==> config.mk <==
export PLATFORM = sky130hd
export DESIGN_NAME = dmem_port
export DESIGN_NICKNAME = d
export VERILOG_FILES = /design/src/rtl/rv32i_types.sv /design/src/rtl/dmem_align.sv /design/src/rtl/dmem_port.sv
export SDC_FILE = /design/constraint.sdc
export NUM_CORES = 1
export LEC_CHECK = 0
export CAP_MARGIN = 20
export CORE_MARGIN = 2
export CORE_UTILIZATION = 47
export DETAILED_ROUTE_END_ITERATION = 6
export PLACE_DENSITY = 0.85
export SYNTH_ARGS = -nofsm -noshare
export SYNTH_HDL_FRONTEND = slang
export SYNTH_HIERARCHICAL = 1
export SYNTH_SLANG_ARGS = --single-unit
==> constraint.sdc <==
create_clock -name clk -period 4 [get_ports clk]
set_clock_uncertainty 0.05 [all_clocks]
set_input_delay 0.8 -clock clk [delete_from_list [all_inputs] [get_ports clk]]
set_output_delay 0.8 -clock clk [all_outputs]
set_load 0.005 [all_outputs]
==> src/rtl/rv32i_types.sv <==
// rtl/rv32i_types.sv - shared RV32I type definitions
// Purpose: funct3 encodings for loads/stores and the data-memory port FSM states.
// Ports: none (package).
package rv32i_types;

  typedef enum logic [2:0] {
    lb  = 3'b000,
    lh  = 3'b001,
    lw  = 3'b010,
    lbu = 3'b100,
    lhu = 3'b101
  } load_funct3_t;

  typedef enum logic [2:0] {
    sb = 3'b000,
    sh = 3'b001,
    sw = 3'b010
  } store_funct3_t;

  typedef enum logic [1:0] {
    IDLE = 2'd0,
    BUSY = 2'd1,
    DONE = 2'd2
  } dmem_state_t;

endpackage

==> src/rtl/dmem_align.sv <==
// rtl/dmem_align.sv - byte-lane alignment, masks and load extension
// Purpose: purely combinational helper for dmem_port.
// Ports:
//   is_store      : 1 = store encoding of funct3, 0 = load encoding
//   funct3        : access size/sign
//   offset        : address bits [1:0]
//   wdata         : rs2 value to be stored
//   rdata         : word returned by the cache
//   mbe           : cache byte enables (all lanes for loads)
//   mask          : bytes touched by the access (RVFI rmask/wmask shape)
//   wdata_aligned : store data shifted into its byte lanes
//   load_data     : extracted and extended load result
//   illegal       : misaligned access or undefined funct3
module dmem_align
  import rv32i_types::*;
(
  input  logic        is_store,
  input  logic [2:0]  funct3,
  input  logic [1:0]  offset,
  input  logic [31:0] wdata,
  input  logic [31:0] rdata,
  output logic [3:0]  mbe,
  output logic [3:0]  mask,
  output logic [31:0] wdata_aligned,
  output logic [31:0] load_data,
  output logic        illegal
);

  logic [3:0]  shape;
  logic [31:0] rword;

  always_comb begin
    shape   = 4'b0000;
    illegal = 1'b0;
    if (is_store) begin
      case (funct3)
        sb:      shape = 4'b0001;
        sh:      begin shape = 4'b0011; illegal = offset[0]; end
        sw:      begin shape = 4'b1111; illegal = (offset != 2'b00); end
        default: illegal = 1'b1;
      endcase
    end else begin
      case (funct3)
        lb, lbu: shape = 4'b0001;
        lh, lhu: begin shape = 4'b0011; illegal = offset[0]; end
        lw:      begin shape = 4'b1111; illegal = (offset != 2'b00); end
        default: illegal = 1'b1;
      endcase
    end
  end

  assign mask          = shape << offset;
  // Loads always fetch the whole word; lane selection happens on the way back.
  assign mbe           = is_store ? mask : 4'b1111;
  assign wdata_aligned = wdata << {offset, 3'b000};
  assign rword         = rdata >> {offset, 3'b000};

  always_comb begin
    load_data = 32'd0;
    case (funct3)
      lb:      load_data = {{24{rword[7]}}, rword[7:0]};
      lbu:     load_data = {24'd0, rword[7:0]};
      lh:      load_data = {{16{rword[15]}}, rword[15:0]};
      lhu:     load_data = {16'd0, rword[15:0]};
      lw:      load_data = rword;
      default: load_data = 32'd0;
    endcase
  end

endmodule

==> src/rtl/dmem_port.sv <==
// rtl/dmem_port.sv - MEM-stage data-memory access unit
// Purpose: issues one cache access per MEM-stage load/store, stalls the
// pipeline until the cache responds, and returns masks and extended data.
// Ports:
//   clk, rst            : clock, synchronous active-high reset
//   req_read/req_write  : memory control bits of the MEM-stage instruction
//   req_funct3          : load/store size encoding
//   req_addr, req_wdata : effective address and rs2 value
//   stall, trap, done   : pipeline control (trap/stall combinational)
//   load_data, rmask, wmask : completed-access results, valid while done=1
//   dmem_*              : registered cache request, dmem_rdata/dmem_resp back
module dmem_port
  import rv32i_types::*;
#(
  parameter int XLEN = 32
) (
  input  logic            clk,
  input  logic            rst,
  input  logic            req_read,
  input  logic            req_write,
  input  logic [2:0]      req_funct3,
  input  logic [XLEN-1:0] req_addr,
  input  logic [XLEN-1:0] req_wdata,
  output logic            stall,
  output logic            trap,
  output logic [XLEN-1:0] load_data,
  output logic            done,
  output logic [3:0]      rmask,
  output logic [3:0]      wmask,
  output logic [XLEN-1:0] dmem_address,
  output logic            dmem_read,
  output logic            dmem_write,
  output logic [3:0]      dmem_mbe,
  output logic [XLEN-1:0] dmem_wdata,
  input  logic [XLEN-1:0] dmem_rdata,
  input  logic            dmem_resp
);

  dmem_state_t state, state_next;

  // Attributes of the in-flight access, captured at issue so the response
  // is decoded against the instruction that launched it.
  logic        lat_store;
  logic [2:0]  lat_funct3;
  logic [1:0]  lat_offset;

  logic        al_store;
  logic [2:0]  al_funct3;
  logic [1:0]  al_offset;
  logic [3:0]  al_mbe;
  logic [3:0]  al_mask;
  logic [31:0] al_wdata;
  logic [31:0] al_load;
  logic        al_illegal;

  logic access;
  logic bad;
  logic issue;

  // In IDLE the helper decodes the incoming request; otherwise it decodes
  // the latched access so the response path does not depend on live inputs.
  assign al_store  = (state == IDLE) ? req_write      : lat_store;
  assign al_funct3 = (state == IDLE) ? req_funct3     : lat_funct3;
  assign al_offset = (state == IDLE) ? req_addr[1:0]  : lat_offset;

  dmem_align u_align (
    .is_store      (al_store),
    .funct3        (al_funct3),
    .offset        (al_offset),
    .wdata         (req_wdata),
    .rdata         (dmem_rdata),
    .mbe           (al_mbe),
    .mask          (al_mask),
    .wdata_aligned (al_wdata),
    .load_data     (al_load),
    .illegal       (al_illegal)
  );

  assign access = req_read | req_write;
  assign bad    = al_illegal | (req_read & req_write);
  assign issue  = (state == IDLE) && access && !bad;

  always_ff @(posedge clk) begin
    if (rst) state <= IDLE;
    else     state <= state_next;
  end

  always_comb begin
    state_next = state;
    stall      = 1'b0;
    trap       = 1'b0;
    done       = 1'b0;
    case (state)
      IDLE: begin
        if (access && bad) begin
          trap = 1'b1;
        end else if (issue) begin
          stall      = 1'b1;
          state_next = BUSY;
        end
      end
      BUSY: begin
        stall = 1'b1;
        if (dmem_resp) state_next = DONE;
      end
      DONE: begin
        // The request inputs still show the completed instruction here;
        // returning to IDLE without looking at them prevents a reissue.
        done       = 1'b1;
        state_next = IDLE;
      end
      default: state_next = IDLE;
    endcase
  end

  always_ff @(posedge clk) begin
    if (rst) begin
      dmem_address <= '0;
      dmem_read    <= 1'b0;
      dmem_write   <= 1'b0;
      dmem_mbe     <= 4'b0000;
      dmem_wdata   <= '0;
      load_data    <= '0;
      rmask        <= 4'b0000;
      wmask        <= 4'b0000;
      lat_store    <= 1'b0;
      lat_funct3   <= 3'b000;
      lat_offset   <= 2'b00;
    end else begin
      case (state)
        IDLE: begin
          if (issue) begin
            dmem_address <= {req_addr[XLEN-1:2], 2'b00};
            dmem_read    <= req_read;
            dmem_write   <= req_write;
            dmem_mbe     <= al_mbe;
            dmem_wdata   <= al_wdata;
            lat_store    <= req_write;
            lat_funct3   <= req_funct3;
            lat_offset   <= req_addr[1:0];
          end
        end
        BUSY: begin
          if (dmem_resp) begin
            dmem_read  <= 1'b0;
            dmem_write <= 1'b0;
            load_data  <= lat_store ? 32'd0 : al_load;
            rmask      <= lat_store ? 4'b0000 : al_mask;
            wmask      <= lat_store ? al_mask : 4'b0000;
          end
        end
        default: ;
      endcase
    end
  end

endmodule

; ---- After elaboration in Yosys (flattened, before gate mapping)
; Index checks and enable logic that the tools add are counted.
; Widths: inputs -> output; s select.
[word_totals]
register_bits = 116
input_bits = 104
output_inout_bits = 113
wordCells = 70
[op_classes]
eq_ne = 9
shift = 3
n_mux = 29
bitwise_logic = 3
reduce_logical = 14
[op_table]
columns = cell, n
row1 = $pmux 32 s5, 1
row2 = $mux 32, 1
row3 = $shl 32x5->32, 1
row4 = $shr 32x5->32, 1
row5 = $pmux 4 s3, 2
row6 = $mux 4, 4
row7 = $mux 1, 10
row8 = $mux 2, 4
row9 = $eq 3x3->1 const B, 2
row10 = $ne 2x2->1 const B, 3
row11 = $pmux 1 s2, 3
row12 = $pmux 1 s3, 2
row13 = $reduce_and 3->1, 2
row14 = $pmux 2 s2, 1
row15 = $reduce_and 2->1, 2
row16 = $reduce_bool 2->1, 2
row17 = $reduce_or 2->1, 2
row18 = $shl 4x2->4, 1
row19 = $eq 3x1->1 const B, 1
row20 = $eq 3x2->1 const B, 1
row21 = $logic_and 1x1->1, 3
row22 = $logic_not 3->1, 1
row23 = $mux 3, 1
row24 = $eq 2x1->1 const B, 1
row25 = other kinds (5), 6

; ---- Depth between registers and ports, before layout
[logic_depth]
word_depth = 12
mapped_depth = 12
mapped_depth_nobuf = 8

; ---- Cells and area by module
; Netlist, hierarchy kept.
[modules_own_cells]
columns = mod, n_inst, cells_per_inst, area_each_um2, seq_area_each_um2
row1 = dmem_port, 1, 529, 5129.9, 2322.2
row2 = dmem_align, 1, 207, 1375.1, 0.0

; ---- Worst setup path before layout
; No wires, ideal clock.
[synth_path]
kind = register to output
from = register state[1]
to = output port stall
arrival_time_ns = 2.739
t_required_ns = 3.150
setup_slack_ns = 0.411
stages_incl_launch_ff = 12
path_buffers = 5
path_cell_list = dfxtp_1 buf_2 nor2_1 mux2_2 buf_2 buf_2 a221oi_1 a21oi_1 nor4_4 buf_6 buf_12 o21ba_1
[synth_via]
elab_cells_between_ends = 24
cone_classes = 5 x eq/ne / 9 x mux / 1 x bitwise / 9 x reduce/logical
[synth_lines]
columns = element, line
row1 = "start, declared", dmem_port.sv:39  ; dmem_state_t state, state_next;
row2 = "start signal, assigned", dmem_port.sv:85  ; else state <= state_next;
row3 = $logic_not 2->1 *, dmem_port.sv:64  ; assign al_offset = (state == IDLE) ? req_addr[1:0] : lat_offset;
row4 = $mux 2 *, dmem_port.sv:64
row5 = via al_offset[0], dmem_port.sv:49  ; logic [1:0] al_offset;
row6 = $reduce_bool 2->1, "dmem_align.sv:39, dmem_align.sv:46"
row7 = "$pmux 1 s3, on equally long branches", "dmem_align.sv:43, dmem_align.sv:36"
row8 = $mux 1 *, dmem_align.sv:35  ; if (is_store) begin
row9 = via al_illegal, dmem_port.sv:54  ; logic al_illegal;
row10 = $or 1x1->1 *, dmem_port.sv:80  ; assign bad = al_illegal | (req_read & req_write);
row11 = $logic_not 1->1, dmem_port.sv:81  ; assign issue = (state == IDLE) && access && !bad;
row12 = $logic_and 1x1->1, dmem_port.sv:81
row13 = $mux 1, dmem_port.sv:97  ; end else if (issue) begin
row14 = $mux 1 *, dmem_port.sv:95  ; if (access && bad) begin
row15 = $pmux 1 s2 *, dmem_port.sv:93  ; case (state)
row16 = "end, declared", dmem_port.sv:24  ; output logic stall,
; The timed path passes the listed nets; every way through them passes the cells marked *.

; ---- Worst setup path after layout
; Ends and elaborated chain as after synthesis.

==> results.txt <==
The logs give 260 MHz for the maximum clock rate and 42 for the distinct cell type count of the synthesized netlist. The total area inside the core boundary comes to 13400 um2. TritonCTS built the clock tree. The leakage power total is 3.34 nW. The die width was 122 um. By area the synthesized netlist is led by sky130_fd_sc_hd__dfxtp_1 (36%), sky130_fd_sc_hd__mux2i_1 (16%), sky130_fd_sc_hd__nand2b_1 (14%). The run gives 116 as the number of clock sinks. The start point of the worst min-delay path was load_data[4]$_SDFFE_PP0P_. The portion of the post-synthesis area used by sequential elements was 0.357; the remaining global-route overflow was 0. The routed via count divided by cell count came out at 5.26. The final hold violation count is 0, and the async set-or-reset flop fraction in the synthesized netlist is 0. Post-cts gate resize count: 0. The detailed-router iteration count before antenna repair was 5. By count the netlist is led by sky130_fd_sc_hd__nand2b_1 (146), sky130_fd_sc_hd__dfxtp_1 (116), sky130_fd_sc_hd__mux2i_1 (105), sky130_fd_sc_hd__nand2_1 (60), sky130_fd_sc_hd__a21oi_1 (52). The worst setup path is captured at an output pin. The finished cells cover 9230 um2.

Setup violations remaining at the end of the flow were counted as 0. The biggest area contributor in the post-synthesis netlist is sky130_fd_sc_hd__dfxtp_1. 217 I/O pins were placed. In this run, the number of DRC markers left after iteration 0 of detailed routing was 368. The clock passes through at most 2 buffers.

Number of cells on the worst reg-to-reg path: 8. The number of warnings issued by yosys is 6. The die is 122 um tall. After clock tree synthesis, the clock-pin slew on the worst setup and hold paths is 0.06 ns. The proportion of layout cells with a drive suffix above 1 works out to 0.0704. For the data required time of the critical path, the log shows 3.15 ns.

Hold is met by 0.401 ns. Yosys mapped a number of flops with a built-in enable equal to 0. Category of the critical setup timing path: reg2out.

STA classifies the critical path startpoint as a register. The total clock buffers created by CTS was 17. Post-CTS timing repair inserted 0 buffers for setup. The worst hold path passes through 2 cells.

Clock latency on the worst-skew pair, taken at its later pin, is 0.42 ns. Dividing the detail-routed wire length by the instance count gives 15.9 um. The detailed-route wire length came out at 17800 um. The type of the most critical hold path was reg2reg. The total power density per cell area came out at 407 nW/um2. The number of hold buffers added after CTS was 0. The path with the worst hold slack has its endpoint at load_data[4]$_SDFFE_PP0P_.

The detail route stage leaves a number of antenna-violating nets equal to 0. The post-route fraction of the period consumed by the critical path is 0.960. The number of antenna violations at the first check in global routing was 1. The run finished with clean final reports. Averaged over all synthesized cells, the footprint is 8.84 um2. The largest fanout of any net on the critical path was 7; the effective utilization at floorplan was 0.485.

The run gives 4 as the count of H-tree levels built during CTS. Gate count of the mapped netlist: 736. The run gives 167 as the largest net degree at the start of global routing. The endpoint identified for the worst register-to-register timing path is dmem_address[15]$_SDFFE_PP0P_.

The logs give 0.392 for the max-slew headroom at the worst pin and 0 for the number of max-cap violations. Data on the critical path arrives at its endpoint at 2.99 ns. The area growth from synthesis to layout is 42.0%. For the final routed database, the setup TNS stands at 0 ns. For this run, design rule violations remaining after detail routing come to 0. The routed design could run at a clock period as short as 3.84 ns. The worst register-to-register path has a setup slack of 0.79 ns.

The first global-routing pass estimated 27900 um of wire. For this run, the post-layout net count is 1028. Detailed routing inserted a total of 5865 vias. The wire-length estimate of the detail-placed layout is 12000 um. The slew at the pin closest to its max-slew limit is 0.904 ns, and the site row count is 42.

For the number of global-route vias before repair, the log shows 5615. The area share of the leading cell type in the synthesized netlist was 0.357. Summing every instance area after synthesis gives 6500 um2.

At the end of routability-driven placement, the weighted congestion stood at 0.816. The cell sitting at the root of the clock tree is a sky130_fd_sc_hd__clkbuf_16. The worst-case IR drop observed on VDD is 0.242 mV. The worst register-to-register path begins at state[1]$_SDFFE_PP0P_.

The placed instances occupy a cell area of 8610 um2. The dominant cell by count in the synthesized netlist is sky130_fd_sc_hd__nand2b_1. The aggregate global-route resource usage was 0.237. The most used flip-flop cell after synthesis was sky130_fd_sc_hd__dfxtp_1. Number of max-slew violations in the final report: 0. The flip-flop and latch count after synthesis is 116, and the number of I/O port buffers is 214. The die covers 14800 um2.

Setup repair after global routing left no endpoint under its margin.
-- registers in the layout, indices dropped and copies added, names as in the netlist, 2 cells and up --
name          cells
lat_funct3        3
lat_offset        2
load_data        32
wmask             4
dmem_wdata       32
dmem_address     30
rmask             4
dmem_mbe          4
state             2
-- final cells by class --
type / count / area [um2]
diodes: 1 / 2.50
clock inverters: 11 / 126
clock buffers: 21 / 470
multi-input cells: 553 / 3770
inverters: 1 / 3.75
flip-flops and latches: 116 / 2320
repair buffers: 235 / 2320
well taps: 176 / 220
fillers: 1056 / 4170
-- worst max-delay path by stage --
| stage | start | end | slack, ns | cells past startpoint |
|---|---|---|---|---|
| floorplan | state[1]$_SDFFE_PP0P_ | stall | 0.41 | 11 |
| global placement | req_write | stall | 0.28 | 7 |
| detailed placement | req_addr[0] | stall | 0.25 | 7 |
| CTS | state[1]$_SDFFE_PP0P_ | stall | 0.15 | 7 |
| global route | state[1]$_SDFFE_PP0P_ | stall | 0.05 | 7 |
| finish | state[1]$_SDFFE_PP0P_ | stall | 0.16 | 7 |
-- through the flow --
step,setup slack (ns),power [mW],util,cells
floorplan,0.411,1.90,-,737
global placement,0.277,2.24,0.642,1080
detailed placement,0.249,2.25,0.642,1080
CTS,0.145,3.78,0.687,1112
global route,0.0521,3.92,0.689,1113
finish,0.161,3.76,0.689,1114
-- layer usage --
metal / wire (um) / track usage
met4: 512 / 0.106
met2: 8090 / 0.377
met3: 1320 / 0.0669
met1: 7840 / 0.300
met5: 0 / 0
-- layout by cell type, fill, tap and decap left out, types with 3 or more instances in the layout --
cell                                n
sky130_fd_sc_hd__clkdlybuf4s50_1  213
sky130_fd_sc_hd__nand2b_1         146
sky130_fd_sc_hd__dfxtp_1          116
sky130_fd_sc_hd__mux2i_1          105
sky130_fd_sc_hd__nand2_1           60
sky130_fd_sc_hd__a21oi_1           52
sky130_fd_sc_hd__nand3b_1          41
sky130_fd_sc_hd__o21ai_0           30
sky130_fd_sc_hd__a211oi_1          22
sky130_fd_sc_hd__buf_4             21
sky130_fd_sc_hd__nor2b_1           19
sky130_fd_sc_hd__clkbuf_16         17
sky130_fd_sc_hd__nor2_1            15
sky130_fd_sc_hd__a21o_1             9
sky130_fd_sc_hd__and2_1             8
sky130_fd_sc_hd__mux2_2             7
sky130_fd_sc_hd__clkinvlp_4         7
sky130_fd_sc_hd__o2bb2ai_1          7
sky130_fd_sc_hd__nand3_1            5
sky130_fd_sc_hd__nor3_1             4
sky130_fd_sc_hd__clkbuf_8           3
-- critical path, cell delays in order (launching register included) --
cell                              delay [ns]
sky130_fd_sc_hd__dfxtp_1                0.31
sky130_fd_sc_hd__nor2_1                 0.48
sky130_fd_sc_hd__mux2_2                 0.43
sky130_fd_sc_hd__a221oi_1               0.29
sky130_fd_sc_hd__a21oi_1                0.16
sky130_fd_sc_hd__nor4_4                 0.26
sky130_fd_sc_hd__o21ba_1                0.15
sky130_fd_sc_hd__clkdlybuf4s50_1        0.49
-- kinds of logic (layout without fill, tap and decap cells) --
| family | count (synthesis) | count (layout) | share of synthesized area |
|---|---|---|---|
| AO/OA/AOI/OAI | 130 | 130 | 0.124 |
| XOR/XNOR | 2 | 2 | 0.00269 |
| buffers and inverters | 68 | 268 | 0.0639 |
| flip-flops | 116 | 116 | 0.357 |
| multiplexers | 112 | 112 | 0.174 |
| other | 1 | 3 | 0.000576 |
| AND/OR/NAND/NOR | 307 | 307 | 0.278 |
-- report_power, final --
group | leakage [nW] | internal [mW] | switching (mW)
sequential | 0.942 | 1.24 | 0.0437
combinational | 2.13 | 0.500 | 0.449
clock | 0.270 | 0.965 | 0.560
total | 3.34 | 2.71 | 1.05
Power figures use the tool's default switching activity.
